File: config.mk
export PLATFORM = sky130hd
export DESIGN_NAME = burst_sched_flat
export DESIGN_NICKNAME = d
export VERILOG_FILES = /design/src/rtl/drsstc_pkg.sv /design/src/rtl/burst_sched_if.sv /design/src/rtl/edge_rise.sv /design/src/rtl/burst_sched.sv /design/src/flat_wrapper.sv
export SDC_FILE = /design/constraint.sdc
export NUM_CORES = 1
export LEC_CHECK = 0
export CAP_MARGIN = 20
export CORE_MARGIN = 1
export CORE_UTILIZATION = 45
export DETAILED_ROUTE_END_ITERATION = 16
export GPL_TIMING_DRIVEN = 0
export PLACE_DENSITY = 0.73
export SYNTH_ARGS = -nofsm -noshare
export SYNTH_HDL_FRONTEND = slang
export SYNTH_SLANG_ARGS = --single-unit
File: constraint.sdc
create_clock -name clk -period 4.35 [get_ports clk]
set_clock_uncertainty 0.2 [all_clocks]
set_input_delay 0.87 -clock clk [delete_from_list [all_inputs] [get_ports clk]]
set_output_delay 0.87 -clock clk [all_outputs]
set_load 0.03 [all_outputs]
File: src/rtl/drsstc_pkg.sv
// Shared types and elaboration-time helpers for the DRSSTC drive path.
package drsstc_pkg;

  typedef enum logic [1:0] {
    IDLE  = 2'd0,
    ON    = 2'd1,
    OFF   = 2'd2,
    FAULT = 2'd3
  } burst_state_t;

  // Smallest r such that 2**r >= v.
  function automatic int unsigned clog2(input int unsigned v);
    int unsigned r;
    r = 0;
    for (int i = 0; i < 32; i++) begin
      if ((32'd1 << i) < v) r = unsigned'(i + 1);
    end
    return r;
  endfunction

  function automatic int unsigned max_u(input int unsigned a, input int unsigned b);
    return (a > b) ? a : b;
  endfunction

  // Width needed to hold the longest burst, in clocks.
  function automatic int unsigned on_clk_w(input int unsigned clk_mhz,
                                           input int unsigned max_on_us);
    return clog2(max_on_us * clk_mhz + 1);
  endfunction

  // Width needed to hold the longest off-time, in clocks.
  function automatic int unsigned off_clk_w(input int unsigned clk_mhz,
                                            input int unsigned max_on_us,
                                            input int unsigned off_ratio);
    return clog2(max_on_us * clk_mhz * off_ratio + 1);
  endfunction

endpackage

File: src/rtl/burst_sched_if.sv
// Interrupter-side bus of the burst scheduler: request inputs and gate/status outputs.
interface burst_sched_if;
  logic       en;
  logic       trig;
  logic [7:0] on_us;
  logic       fault;
  logic       gate;
  logic       pwm_rst;
  logic       busy;
  logic       fault_latched;

  // Driver side (interrupter / OCD comparator / stimulus).
  modport master (
    output en, trig, on_us, fault,
    input  gate, pwm_rst, busy, fault_latched
  );

  // Scheduler side.
  modport slave (
    input  en, trig, on_us, fault,
    output gate, pwm_rst, busy, fault_latched
  );
endinterface

File: src/rtl/edge_rise.sv
// Rising-edge detector: o_rise is high in the cycle where i_d is 1 and was 0 a cycle earlier.
module edge_rise (
  input  logic clk,
  input  logic rst,
  input  logic i_d,
  output logic o_rise
);

  logic r_d_q;

  // Delayed copy of the input, updated every cycle.
  always_ff @(posedge clk) begin
    // NOTE: sequential state is assigned with <= so every flop samples pre-edge values.
    if (rst) r_d_q <= 1'b0;
    else     r_d_q <= i_d;
  end

  assign o_rise = i_d & ~r_d_q;

endmodule

File: src/rtl/burst_sched.sv
// Burst scheduler: turns interrupter trigger edges into bounded gate windows,
// enforces a proportional off-time after each burst and latches faults with a hold-off.
module burst_sched
  import drsstc_pkg::*;
#(
  parameter int unsigned CLK_MHZ       = 50,
  parameter int unsigned MAX_ON_US     = 100,
  parameter int unsigned OFF_RATIO     = 4,
  parameter int unsigned FAULT_HOLD_US = 10
) (
  input  logic          clk,
  input  logic          rst,
  burst_sched_if.slave  bus
);

  // Counter must cover the longest off-time and the fault hold-off.
  localparam int unsigned CNT_W = max_u(off_clk_w(CLK_MHZ, MAX_ON_US, OFF_RATIO),
                                        clog2(FAULT_HOLD_US * CLK_MHZ));
  localparam logic [CNT_W-1:0] ONE       = CNT_W'(1);
  localparam logic [CNT_W-1:0] MAX_ON_C  = CNT_W'(MAX_ON_US);
  localparam logic [CNT_W-1:0] HOLD_LOAD = CNT_W'(FAULT_HOLD_US * CLK_MHZ - 1);

  burst_state_t     r_state, w_state_nxt;
  logic [CNT_W-1:0] r_cnt, w_cnt_nxt;
  logic             r_gate, r_pwm_rst, r_busy, r_fault_latched;

  logic             w_rise;
  logic [CNT_W-1:0] w_on_req, w_on_eff, w_on_clk, w_off_clk;

  edge_rise u_trig_edge (
    .clk    (clk),
    .rst    (rst),
    .i_d    (bus.trig),
    .o_rise (w_rise)
  );

  // Clamp first, then scale to clocks; CNT_W holds both products without truncation.
  assign w_on_req  = CNT_W'(bus.on_us);
  assign w_on_eff  = (w_on_req > MAX_ON_C) ? MAX_ON_C : w_on_req;
  assign w_on_clk  = w_on_eff * CNT_W'(CLK_MHZ);
  assign w_off_clk = w_on_clk * CNT_W'(OFF_RATIO);

  // Next-state and counter logic; fault takes priority over every other transition.
  always_comb begin
    // NOTE: defaults first so no path through the case leaves a variable unassigned (no latch).
    w_state_nxt = r_state;
    w_cnt_nxt   = r_cnt;
    unique case (r_state)
      IDLE: begin
        if (bus.fault) begin
          w_state_nxt = FAULT;
          w_cnt_nxt   = HOLD_LOAD;
        end else if (w_rise && bus.en && (bus.on_us != 8'd0)) begin
          w_state_nxt = ON;
          w_cnt_nxt   = w_on_clk - ONE;
        end
      end
      ON: begin
        if (bus.fault) begin
          w_state_nxt = FAULT;
          w_cnt_nxt   = HOLD_LOAD;
        end else if (r_cnt == '0) begin
          w_state_nxt = OFF;
          w_cnt_nxt   = w_off_clk - ONE;
        end else begin
          w_cnt_nxt   = r_cnt - ONE;
        end
      end
      OFF: begin
        if (bus.fault) begin
          w_state_nxt = FAULT;
          w_cnt_nxt   = HOLD_LOAD;
        end else if (r_cnt == '0) begin
          w_state_nxt = IDLE;
        end else begin
          w_cnt_nxt   = r_cnt - ONE;
        end
      end
      FAULT: begin
        // Counter parks at zero while the fault input is still asserted.
        if (r_cnt == '0) begin
          if (!bus.fault) w_state_nxt = IDLE;
        end else begin
          w_cnt_nxt = r_cnt - ONE;
        end
      end
      default: begin
        w_state_nxt = IDLE;
        w_cnt_nxt   = '0;
      end
    endcase
  end

  // State, counter and registered outputs decoded from the next state.
  always_ff @(posedge clk) begin
    if (rst) begin
      r_state         <= IDLE;
      r_cnt           <= '0;
      r_gate          <= 1'b0;
      r_pwm_rst       <= 1'b1;
      r_busy          <= 1'b0;
      r_fault_latched <= 1'b0;
    end else begin
      r_state         <= w_state_nxt;
      r_cnt           <= w_cnt_nxt;
      r_gate          <= (w_state_nxt == ON);
      r_pwm_rst       <= (w_state_nxt != ON);
      r_busy          <= (w_state_nxt != IDLE);
      r_fault_latched <= (w_state_nxt == FAULT);
    end
  end

  assign bus.gate          = r_gate;
  assign bus.pwm_rst       = r_pwm_rst;
  assign bus.busy          = r_busy;
  assign bus.fault_latched = r_fault_latched;

endmodule

File: src/flat_wrapper.sv
// flat-port wrapper written by rule: the top's interface ports become plain ports
module burst_sched_flat import drsstc_pkg::*;
#(
  parameter int unsigned CLK_MHZ       = 50,
  parameter int unsigned MAX_ON_US     = 100,
  parameter int unsigned OFF_RATIO     = 4,
  parameter int unsigned FAULT_HOLD_US = 10
)
  (clk, rst, bus_en, bus_trig, bus_on_us, bus_fault, bus_gate, bus_pwm_rst, bus_busy, bus_fault_latched);
  burst_sched_if bus_i ();
  input  logic clk;
  input  logic rst;
  input wire logic [$bits(bus_i.en)-1:0] bus_en;
  input wire logic [$bits(bus_i.trig)-1:0] bus_trig;
  input wire logic [$bits(bus_i.on_us)-1:0] bus_on_us;
  input wire logic [$bits(bus_i.fault)-1:0] bus_fault;
  output wire logic [$bits(bus_i.gate)-1:0] bus_gate;
  output wire logic [$bits(bus_i.pwm_rst)-1:0] bus_pwm_rst;
  output wire logic [$bits(bus_i.busy)-1:0] bus_busy;
  output wire logic [$bits(bus_i.fault_latched)-1:0] bus_fault_latched;
  assign bus_i.en = bus_en;
  assign bus_i.trig = bus_trig;
  assign bus_i.on_us = bus_on_us;
  assign bus_i.fault = bus_fault;
  assign bus_gate = bus_i.gate;
  assign bus_pwm_rst = bus_i.pwm_rst;
  assign bus_busy = bus_i.busy;
  assign bus_fault_latched = bus_i.fault_latched;
  burst_sched #(.CLK_MHZ(CLK_MHZ), .MAX_ON_US(MAX_ON_US), .OFF_RATIO(OFF_RATIO), .FAULT_HOLD_US(FAULT_HOLD_US)) u_core (.clk(clk), .rst(rst), .bus(bus_i));
endmodule
==> flow_metrics.py <==
metrics = {
    "global_routing": {
        "antenna_found_initial": 0,
        "grt_use_total_pct": 26.6,
        "grt_pass1_wl_mm": 13.1,
        "grt_max_degree": 14,
        "gr-total-overflow": 0,
        "grt_pass1_vias": 2693,
    },
    "cells_and_area": {
        "areaGrowthSynthToFinish_pct": 31.1,
        "mostFrequentLayoutCell": "nor2_1",
        "drive_gt1_share_pct": 26.0,
        "antenna_cells": 0,
        "nFillCells": 481,
        "layout_common_cells": "40 x nor2_1, 27 x buf_4, 23 x ha_1",
        "fin_nets": 452,
    },
    "logic_synthesis": {
        "ys_ff_latch": 22,
        "synth_edf_count": 0,
        "yosys.area_share.simple_pct": 27.2,
        "synthArstFlopShare_pct": 0,
        "ys_types": 68,
        "synth_compound_area_share_pct": 24.4,
        "synth_ff_type": "dfxtp_1",
        "synth_top_family_by_area": "simple AND/OR/NAND/NOR gates",
        "syn_avg_cell_area_um2": 7.66,
        "synth_fa_ha_area_share_pct": 18.4,
        "syn_inst": 354,
        "synthesis.area_um2": 2710,
        "ys_seq_area_share_pct": 16.2,
        "yosysWarnings": 0,
        "synthXorXnorAreaFrac_pct": 6.41,
        "synth_mux_area_share_pct": 1.85,
    },
    "route": {
        "routed_wl_mm": 8.28,
        "dr.pass1.iters": 5,
        "drt_iter0_markers": 330,
        "vias": 2904,
        "via_per_inst": 6.15,
        "wl_per_cell_um": 17.5,
        "ant_nets": 0,
        "drc": 0,
    },
    "sta": {
        "hold_viol_final": 0,
        "post-route-period-util_pct": 103,
        "fmax_mhz": 224,
        "drv_slew": 0,
        "rsz0062_at_grt": "yes",
        "whs_ps": 325,
        "setup_viol": 4,
        "worst_slack_ps": -118,
        "max_slew_margin_pct": 53.3,
        "min_period_ps": 4470,
        "tightest_slew_ps": 694,
    },
    "clock_network": {
        "cts.path.max_buffers": 2,
        "clock-root-buffer": "clkbuf_8",
        "numCtsBuffers": 3,
        "cts_sinks": 22,
        "cts_hold_repair.buffers": 0,
        "clk_pin_slew_ps": 90,
        "tritoncts": "yes",
        "htreeDepth": 1,
        "clk_latency_ps": 270,
    },
    "floorplanning": {
        "initial_core_util_pct": 48.1,
        "die-area_um2": 6340,
        "die_w_um": 79.6,
        "fp.coreArea_um2": 5640,
        "die_h_um": 79.6,
        "rows": 27,
        "ios": 17,
    },
    "worst_setup_path": {
        "start_kind": "input port",
        "worstPathRequired_ps": 4280,
        "endpoint_kind": "flip-flop",
        "cp_max_fo": 5,
        "path_class": "input port to flip-flop",
        "cp_data_arrival_time_ps": 4400,
    },
    "run_status": {
        "violations": "setup timing",
        "outcome": "finished, violations left",
    },
    "hold_path": {
        "hold_class": "flip-flop to flip-flop",
    },
    "power_and_ir_drop": {
        "powerDensity_nw_per_um2": 304,
        "swShare_pct": 42.7,
        "p_seq_share_pct": 22.9,
        "pwr-share-comb_pct": 58.7,
        "cellLeakagePower_nw": 1.40,
        "power.net_switching_mw": 0.461,
        "intPower_mw": 0.620,
        "clockPowerShare_pct": 18.4,
        "vdd_drop_max_mv": 0.231,
    },
    "place": {
        "routabilityCongestion": 0.918,
        "dp_slack_ps": -816,
        "port_buffers": 16,
        "detailed_place_hpwl_mm": 5.82,
    },
    "flow_run": {
        "maxCapViolations": 0,
    },
}
## metal layers
metal / GRT usage (%) / routed length (µm) / share of wire [%] / vias up
met3: 4.11 / 560 / 6.8 / 19
met5: 0 / 0 / 0 / -
met2: 43.2 / 3870 / 47 / 134
met1: 37.0 / 3740 / 45 / 1374
li1: - / - / - / 1377
met4: 5.09 / 107 / 1.3 / 0
## kinds of logic (layout without fill, tap and decap cells)
kind of cell,after synthesis,in the layout
AO/OA/AOI/OAI,94,94
AND/OR/NAND/NOR,138,138
other,2,3
multiplexers,5,5
buffers and inverters,36,81
flip-flops,22,22
XOR/XNOR,19,19
adder cells (fa/ha/maj),38,38
## final timing paths
path / start / endpoint / slack (ps) / cells past startpoint
hold / removal: u_core.r_cnt[5] / u_core.r_cnt[5] / 330 / 2
setup / recovery: bus_on_us[6] / u_core.r_cnt[14] / -120 / 17
hold reg to reg: u_core.r_cnt[5] / u_core.r_cnt[5] / 330 / 2
setup reg to reg: u_core.r_cnt[0] / u_core.r_cnt[0] / 1070 / 12
## power by group through the flow
stage | sequential (mW) | combinational (mW) | clock, mW
final | 0.248 | 0.634 | 0.199
after CTS | 0.246 | 0.588 | 0.201
after detailed placement | 0.251 | 0.540 | 0
after global placement | 0.251 | 0.530 | 0
after floorplan | 0.249 | 0.418 | 0
after global routing | 0.250 | 0.684 | 0.207
## worst max-delay path: stages
cell and delay, ps:
buf_4 140, a21oi_4 150, and2_4 180, buf_4 110, ha_2 280, ha_4 250, inv_1 40, fa_1 390
inv_1 150, ha_4 240, a21o_1 190, a221oi_2 270, and3_4 240, or3b_4 430, o21a_1 220, o21ai_2 120
a41oi_2 120
## stage by stage
stage / TNS [ps] / total power, mW / cells / instance area, µm² / util (%)
finish: -341 / 1.08 / 472 / 3560 / 63.0
global route: -850 / 1.14 / 472 / 3560 / 63.0
CTS: -127 / 1.04 / 466 / 3450 / 61.1
detailed placement: -4920 / 0.791 / 443 / 3170 / 56.1
global placement: -4630 / 0.781 / 443 / 3170 / 56.1
floorplan: -0.431 / 0.668 / 355 / 2920 / -
## area by class of cell
cell class / count / area (µm²) / share of cell area (%)
buffer: 12 / 51.3 / 1.44
timing repair buffer: 41 / 362 / 10.2
clock inverter: 1 / 30.0 / 0.844
clock buffer: 3 / 41.3 / 1.16
inverter: 24 / 97.6 / 2.74
multi-input combinational: 297 / 2440 / 68.7
tap: 72 / 90.1 / 2.53
sequential: 22 / 440 / 12.4
## state kept, by name, indices dropped and copies added, names as in the netlist
register	cells
u_core.bus.gate	1
u_core.bus.pwm_rst	1
u_core.u_trig_edge.r_d_q	1
u_core.r_cnt	15
u_core.bus.fault_latched	1
u_core.bus.busy	1
u_core.r_state	2
## synth_stat cells (7+ instances only)
cell,instances,area [µm²]
nor2_1,41,154
ha_1,35,438
a21oi_1,23,115
dfxtp_1,22,440
inv_1,21,78.8
nand2_1,20,75.1
nor3_1,20,100
o21ai_0,12,60.1
xor2_1,11,96.3
nand3_1,10,50.1
o21ai_1,9,45.0
clkbuf_1,8,30.0
nor2b_1,8,50.1
xnor2_1,7,61.3
## repair_timing
| action | CTS | global route |
|---|---|---|
| buffers inserted | 19 | 6 |
| pin swaps | 26 | 25 |
| gates cloned | 0 | 0 |
| resized for setup | 43 | 13 |
| endpoints found under the setup margin | 7 | 6 |
No activity file was read; power rests on OpenSTA's default activity.
